$ cat src/rtl/uart_tx_arbiter.sv
// Shares one UART transmitter among N byte requesters using round-robin
// arbitration, with a per-requester lock that keeps multi-byte messages together.
//   state     | meaning
//   IDLE      | no owner; wait for UART idle and any request
//   ISSUE     | pulse write strobe and ack for the latched byte
//   WAIT_BUSY | wait for UART to report busy, watchdog counting
//   WAIT_DONE | frame in flight; wait for busy to fall
//   RELEASE   | keep owner if locked and requesting, else return to IDLE
module uart_tx_arbiter #(
  parameter int N            = 4,
  parameter int BUSY_TIMEOUT = 16
) (
  input  logic             clk,
  input  logic             rst,
  input  logic [N-1:0]     req_i,
  input  logic [N-1:0]     lock_i,
  input  logic [N*8-1:0]   dat_i,
  output logic [N-1:0]     ack_o,
  output logic [N-1:0]     grant_o,
  output logic             uart_wr_o,
  output logic [7:0]       uart_dat_o,
  input  logic             uart_tx_busy_i,
  output logic             err_o
);

  localparam int IW = $clog2(N);
  localparam int CW = $clog2(BUSY_TIMEOUT + 1);
  localparam logic [CW-1:0] TMAX = CW'(BUSY_TIMEOUT);

  typedef enum logic [2:0] {
    IDLE,
    ISSUE,
    WAIT_BUSY,
    WAIT_DONE,
    RELEASE
  } state_t;

  state_t        state_q, state_d;
  logic [IW-1:0] ptr_q, ptr_d;
  logic [IW-1:0] gidx_q, gidx_d;
  logic [7:0]    byte_q, byte_d;
  logic [CW-1:0] cnt_q, cnt_d;
  logic [N-1:0]  grant_d, ack_d;
  logic          wr_d, err_d;
  logic [7:0]    dat_d;

  logic [IW-1:0] pick;
  logic [IW-1:0] cand;
  logic          found;

  // First requester after the last released owner, wrapping around.
  always_comb begin
    pick  = '0;
    cand  = '0;
    found = 1'b0;
    for (int o = 1; o <= N; o++) begin
      cand = IW'((int'(ptr_q) + o) % N);
      if (!found && req_i[cand]) begin
        found = 1'b1;
        pick  = cand;
      end
    end
  end

  always_comb begin
    state_d = state_q;
    ptr_d   = ptr_q;
    gidx_d  = gidx_q;
    byte_d  = byte_q;
    cnt_d   = cnt_q;
    grant_d = grant_o;
    ack_d   = '0;
    wr_d    = 1'b0;
    dat_d   = uart_dat_o;
    err_d   = 1'b0;
    case (state_q)
      IDLE: begin
        if (!uart_tx_busy_i && found) begin
          gidx_d        = pick;
          byte_d        = dat_i[{pick, 3'b000} +: 8];
          grant_d       = '0;
          grant_d[pick] = 1'b1;
          state_d       = ISSUE;
        end
      end
      ISSUE: begin
        wr_d    = 1'b1;
        dat_d   = byte_q;
        ack_d   = grant_o;
        cnt_d   = '0;
        state_d = WAIT_BUSY;
      end
      WAIT_BUSY: begin
        if (uart_tx_busy_i) begin
          state_d = WAIT_DONE;
        end else begin
          if (cnt_q != TMAX) cnt_d = cnt_q + 1'b1;
          if (cnt_d == TMAX) begin
            err_d   = 1'b1;
            state_d = RELEASE;
          end
        end
      end
      WAIT_DONE: begin
        if (!uart_tx_busy_i) state_d = RELEASE;
      end
      RELEASE: begin
        if (lock_i[gidx_q] && req_i[gidx_q]) begin
          byte_d  = dat_i[{gidx_q, 3'b000} +: 8];
          state_d = ISSUE;
        end else begin
          ptr_d   = gidx_q;
          grant_d = '0;
          state_d = IDLE;
        end
      end
      default: state_d = IDLE;
    endcase
  end

  always_ff @(posedge clk or posedge rst) begin
    if (rst) begin
      state_q    <= IDLE;
      ptr_q      <= IW'(N - 1);
      gidx_q     <= '0;
      byte_q     <= 8'h00;
      cnt_q      <= '0;
      grant_o    <= '0;
      ack_o      <= '0;
      uart_wr_o  <= 1'b0;
      uart_dat_o <= 8'h00;
      err_o      <= 1'b0;
    end else begin
      state_q    <= state_d;
      ptr_q      <= ptr_d;
      gidx_q     <= gidx_d;
      byte_q     <= byte_d;
      cnt_q      <= cnt_d;
      grant_o    <= grant_d;
      ack_o      <= ack_d;
      uart_wr_o  <= wr_d;
      uart_dat_o <= dat_d;
      err_o      <= err_d;
    end
  end

endmodule

$ cat config.mk
export PLATFORM = sky130hd
export DESIGN_NAME = uart_tx_arbiter
export DESIGN_NICKNAME = d
export VERILOG_FILES = /design/src/rtl/uart_tx_arbiter.sv
export SDC_FILE = /design/constraint.sdc
export NUM_CORES = 1
export LEC_CHECK = 0
export CORE_MARGIN = 8
export CORE_UTILIZATION = 48
export CTS_CLUSTER_SIZE = 30
export DETAILED_ROUTE_END_ITERATION = 10
export GPL_ROUTABILITY_DRIVEN = 0
export PLACE_DENSITY_LB_ADDON = 0.1
export SLEW_MARGIN = 20
export SYNTH_ARGS = -nofsm -noshare
export SYNTH_HDL_FRONTEND = slang
export SYNTH_SLANG_ARGS = --single-unit
export TNS_END_PERCENT = 50
$ cat constraint.sdc
create_clock -name clk -period 2.8 [get_ports clk]
set_clock_uncertainty 0.2 [all_clocks]
set_input_delay 0.28 -clock clk [delete_from_list [all_inputs] [get_ports clk]]
set_output_delay 0.28 -clock clk [all_outputs]
set_load 0.02 [all_outputs]
==> flow_summary.json, run 1 <==
{
  "area_delta_synth_final_pct": 33.56,
  "drtAntennaViolNets": 0,
  "crit_path_max_incr_delay_ns": 0.49,
  "crit_cells": 6,
  "cts_tree": "done",
  "die_w_um": 83.41,
  "antenna_found_initial": 0,
  "hold_viol_final": 0,
  "overflow": 0,
  "post-route-period-util_pct": 85.82,
  "cts_resized": 0,
  "reg2reg_depth": 6,
  "fin_crit_ns": 2.403,
  "num_antenna_cells": 0,
  "portBuffers": 60,
  "postCtsSetupRepairBufs": 0,
  "setup_viol": 0,
  "hp-class": "input port to async pin",
  "end_kind": "flip-flop",
  "routed_wl_mm": 5.301,
  "clock.fmax_mhz": 416.2,
  "ir_drop_mv": 0.4404,
  "cts-hold-fix-buffers": 0,
  "row_count": 24,
  "holdWs_ns": 0.1949,
  "mostFrequentLayoutCells": "clkdlybuf4s50_1, dfrtp_1, nor2_1",
  "drc": 0,
  "crit_chain": "nor2_4 -> nand2_4 -> or2_0 -> and3_1 -> a2111oi_0 -> a211oi_1",
  "ys_types": 55,
  "synth_enable_flop_cells": 0,
  "rrSetupSlack_ns": 0.40,
  "synth_fp_nets": 259,
  "crit_path_top_delay_cell": "a2111oi_0",
  "syn_area_sq_um": 2181,
  "tightest_slew_ns": 0.5321,
  "rsz0062_at_grt": "no",
  "startpoint": "state_q[0]",
  "yosysWarnings": 0,
  "grt_util_all_layers_pct": 15.18,
  "critPathCapture": "byte_q[1]",
  "vias": 1817,
  "slew_violations": 0,
  "cts-root-buf": "clkbuf_8",
  "power_density_nw_per_um2": 901.1,
  "syn_avg_cell_area_sq_um": 10.19,
  "ios": 61,
  "grt_start_max_net_pins": 39,
  "tns_ns": 0,
  "start_util_pct": 50.09,
  "arrival_ns": 2.35,
  "r2r_start": "state_q[0]",
  "synthArstFlopShare_pct": 100.0,
  "core_region_area_sq_um": 4354,
  "leakagePower_uw": 0.001207,
  "crit_family": "simple AND/OR/NAND/NOR gates",
  "clk_pin_slew_ns": 0.08,
  "cts_buffer_depth": 2,
  "detail_route.iter0.violations": 53,
  "power_uw": 2625,
  "layout_commonest_cell": "clkdlybuf4s50_1",
  "synthCells": 214,
  "die_h_um": 83.41,
  "fin_ws_ns": 0.3971,
  "clock_latency_ns": 0.29,
  "place_hpwl_mm": 4.154,
  "grt_pass1_wl_mm": 8.811,
  "synth_seq_cells": 38,
  "clock_sinks": 38,
  "dp_slack_ns": 0.1556,
  "maxCapViolations": 0,
  "first_global_vias": 1791,
  "startpoint_type": "flip-flop",
  "wire_per_inst_um": 16.06,
  "seq_area_frac_synth_pct": 43.72,
  "drt_first_pass_iters": 4,
  "crit_required_ns": 2.75,
  "worstReg2RegEnd": "byte_q[1]",
  "worstSetupPathType": "flip-flop to flip-flop",
  "status": "finished clean",
  "cts_htree_levels": 2,
  "nets": 322,
  "max_slew_margin_pct": 63.61,
  "path_buf_inv": 0,
  "synth_ff_type": "dfrtp_1",
  "layout-drive-gt1-share_pct": 16.19,
  "fp.dieArea_sq_um": 6956,
  "routed_via_density": 5.506,
  "cts_made_buffers": 5,
  "worstPathMaxFanout": 9
}
==> synth_stat cells (3+ instances only) <==
cell type	number	area, sq um
a2111oi_0	6	52.55
a211oi_1	7	52.55
a31oi_1	4	25.02
o21ai_0	14	70.07
dfrtp_1	36	900.9
mux2_2	9	101.4
and3_1	7	43.79
nand2_1	13	48.80
buf_4	3	22.52
buf_2	4	20.02
a221oi_2	3	45.04
o31ai_1	4	30.03
nor2_1	21	78.83
mux2i_1	10	100.1
inv_1	11	41.29
and2_1	4	25.02
nand3_1	7	35.03
a21oi_1	4	20.02
==> layer usage <==
layer  GRT usage, %  vias to the layer above  wire length (um)
met5              0                        -                 0
met4          5.751                        0                91
met3          3.516                        9               250
met2          25.25                       52              2614
met1          18.49                      840              2346
li1               -                      916                 -
==> logic make-up after synthesis <==
| family | count (synthesis) | share of synthesized area (%) |
|---|---|---|
| simple gates | 75 | 18.88 |
| buf+inv | 20 | 4.934 |
| xor+xnor | 2 | 0.8034 |
| fa+ha+maj | 2 | 1.147 |
| mux | 20 | 10.27 |
| compound gates | 57 | 20.25 |
| flops | 38 | 43.72 |
==> power by group <==
part / switching [uW] / internal (uW) / total, uW
Sequential: 196 / 773 / 969
Clock: 193 / 198 / 391
Combinational: 648 / 617 / 1270
Total: 1040 / 1590 / 2620
==> how the worst min path moves through the flow <==
stage                   from             to  slack [ns]  cells past startpoint
6_report                 rst  uart_dat_o[2]        0.19                      3
4_1_cts                  rst  uart_dat_o[2]        0.22                      3
3_3_place_gp   uart_dat_o[7]  uart_dat_o[7]        0.29                      1
2_1_floorplan            rst       ack_o[0]        0.27                      1
3_5_place_dp   uart_dat_o[3]  uart_dat_o[3]        0.30                      1
5_1_grt                  rst  uart_dat_o[5]        0.29                      3
==> through the flow <==
stage	instance area, sq um	utilization [%]	cells
after floorplan	2181	-	214
after global placement	2818	64.71	322
after detailed placement	2818	64.71	322
after CTS	2913	66.90	330
after global routing	2913	66.90	330
final	2913	66.90	330
==> worst reg2reg max path: stages (launching register included) <==
cell,delay (ns)
dfrtp_1,0.48
nor2_4,0.24
nand2_4,0.11
or2_0,0.38
and3_1,0.26
a2111oi_0,0.49
a211oi_1,0.10
==> layout make-up <==
type / instances / area, sq um
Clock buffer: 6 / 82.58
Clock inverter: 2 / 12.51
Inverter: 11 / 41.29
Sequential cell: 38 / 953.4
Fill cell: 343 / 1441
Timing Repair Buffer: 65 / 638.1
Tap cell: 52 / 65.06
Multi-Input combinational cell: 156 / 1120
==> sequential cells by signal (all words and copies together), names as in the netlist <==
signal      count
uart_dat_o      8
uart_wr_o       1
ack_o           4
state_q         3
cnt_q           5
grant_o         4
gidx_q          2
err_o           1
ptr_q           2
byte_q          8
Note: power is estimated with default switching activity, not from simulation.
==> run 2, diff against run 1 <==
- CORE_MARGIN: 8 -> not set
==> run 2 against run 1 <==
Register-to-register slack gained 0.04 ns; global-route usage grew 5.8 points; combinational power shrank 3%; routed wire length shrank 11%; final cell count shrank 0.30%; die area shrank 31%; sequential share of layout area shrank 0.39 points; total power grew 5.7%; first-iteration DRC count grew 96%; critical endpoint is now byte_q[7].
==> flow_summary.json, run 2 (same netlist as run 1, synthesis figures left out) <==
{
  "status": "finished clean",
  "start_util_pct": 50.09,
  "routed_via_density": 5.511,
  "cts_made_buffers": 5,
  "power_density_nw_per_um2": 940.9,
  "layout-drive-gt1-share_pct": 15.88,
  "place_hpwl_mm": 3.604,
  "cts_tree": "done",
  "hp-class": "input port to async pin",
  "clk_pin_slew_ns": 0.08,
  "drc": 0,
  "regArea_sq_um": 953.4,
  "p_sw_share_pct": 37.55,
  "ir_drop_mv": 0.5247,
  "row_count": 24,
  "die_h_um": 69.41,
  "mostFrequentLayoutCells": "clkdlybuf4s50_1, dfrtp_1, nor2_1",
  "first_global_vias": 1586,
  "ios": 61,
  "setup_viol": 0,
  "layout_commonest_cell": "clkdlybuf4s50_1",
  "wire_per_inst_um": 14.35,
  "p_comb_share_pct": 44.3,
  "arrival_ns": 2.33,
  "dp_slack_ns": 0.1584,
  "antenna_found_initial": 0,
  "drt_first_pass_iters": 4,
  "slew_violations": 0,
  "cts_buffer_depth": 2,
  "portBuffers": 60,
  "clock_sinks": 38,
  "detail_route.iter0.violations": 104,
  "clock.fmax_mhz": 423.2,
  "overflow": 0,
  "fp.dieArea_sq_um": 4817,
  "rsz0062_at_grt": "no",
  "startpoint_type": "flip-flop",
  "multi_input_area_sq_um": 1120,
  "max_slew_margin_pct": 65.63,
  "cts_resized": 0,
  "fin_crit_ns": 2.363,
  "area_delta_synth_final_pct": 35.17,
  "worstPathMaxFanout": 16,
  "num_antenna_cells": 0,
  "switchingPower_uw": 1042,
  "routed_wl_mm": 4.720,
  "power_uw": 2773,
  "tightest_slew_ns": 0.5156,
  "top_regs": "byte_q (8), uart_dat_o (8), cnt_q (5)",
  "cts-hold-fix-buffers": 0,
  "maxCapViolations": 0,
  "fillers": 350,
  "grt_util_all_layers_pct": 21.01,
  "fin_ws_ns": 0.4372,
  "postCtsSetupRepairBufs": 0,
  "die_w_um": 69.41,
  "power.internal_uw": 1732,
  "leakagePower_uw": 0.001224,
  "tns_ns": 0,
  "grt_start_max_net_pins": 39,
  "drtAntennaViolNets": 0,
  "worstSetupPathType": "flip-flop to flip-flop",
  "end_kind": "flip-flop",
  "grt_pass1_wl_mm": 7.872,
  "nets": 321,
  "crit_required_ns": 2.77,
  "cts-root-buf": "clkbuf_8",
  "cts_htree_levels": 2,
  "seqPwrFrac_pct": 35.5,
  "power_frac_clock_pct": 20.2,
  "clock_latency_ns": 0.30,
  "hold_viol_final": 0,
  "post-route-period-util_pct": 84.38,
  "vias": 1813,
  "core_region_area_sq_um": 4354
}
## run 2: cell types whose count changed in the layout (fill, tap and decap cells not counted)
cell and change:
clkinv_4 +1, clkinvlp_4 -1, bufinv_16 +2, buf_4 -1, clkbuf_8 -1, clkinv_2 -1
## run 2: worst paths after layout
path / start / end / slack [ns] / cells past startpoint
worst min-delay path: rst / uart_dat_o[6] / 0.20 / 3
worst max register to register: state_q[1] / byte_q[7] / 0.44 / 6
min in group clk: grant_o[3] / grant_o[3] / 0.30 / 2
worst max-delay path: state_q[1] / byte_q[7] / 0.44 / 6
worst min register to register: grant_o[3] / grant_o[3] / 0.30 / 2
max in group asynchronous: rst / ptr_q[1] / 1.84 / 3
## run 2: critical path, stage by stage, from the launching register on
cell and delay, ns:
dfrtp_1 0.52, nor2_4 0.10, nand2_4 0.12, or2_0 0.44, nand2_4 0.25, a2111oi_0 0.50, a211oi_1 0.09
## run 2: power groups by stage
stage          clock network [uW]  logic, uW  registers [uW]
3_3_place_gp                    0       1220             987
2_1_floorplan                   0        816            1020
4_1_cts                       574       1240             981
5_1_grt                       598       1340            1010
3_5_place_dp                    0       1230             990
6_report                      560       1230             984
## run 2: metal layers
metal	wire, um	up-vias	track usage (%)
li1	-	906	-
met1	2263	851	31.16
met2	2159	49	29.99
met3	214	7	4.506
met4	81	0	8.163
met5	0	-	0
## run 2: layout make-up
class	instances	area share, %
clock buffers	5	2.334
inverters	11	1.401
clock inverters	3	2.334
flip-flops and latches	38	32.34
well taps	52	2.207
multi-input cells	156	37.99
repair buffers	64	21.39
## run 2: per-stage QoR
step,cell area [sq um],utilization [%],hold slack (ns),std cells
6_report,2948,67.70,0.1994,329
5_1_grt,2948,67.70,0.2469,329
4_1_cts,2948,67.70,0.2184,329
3_5_place_dp,2810,64.54,0.2949,321
3_3_place_gp,2810,64.54,0.2813,321
2_1_floorplan,2181,-,0.2709,214
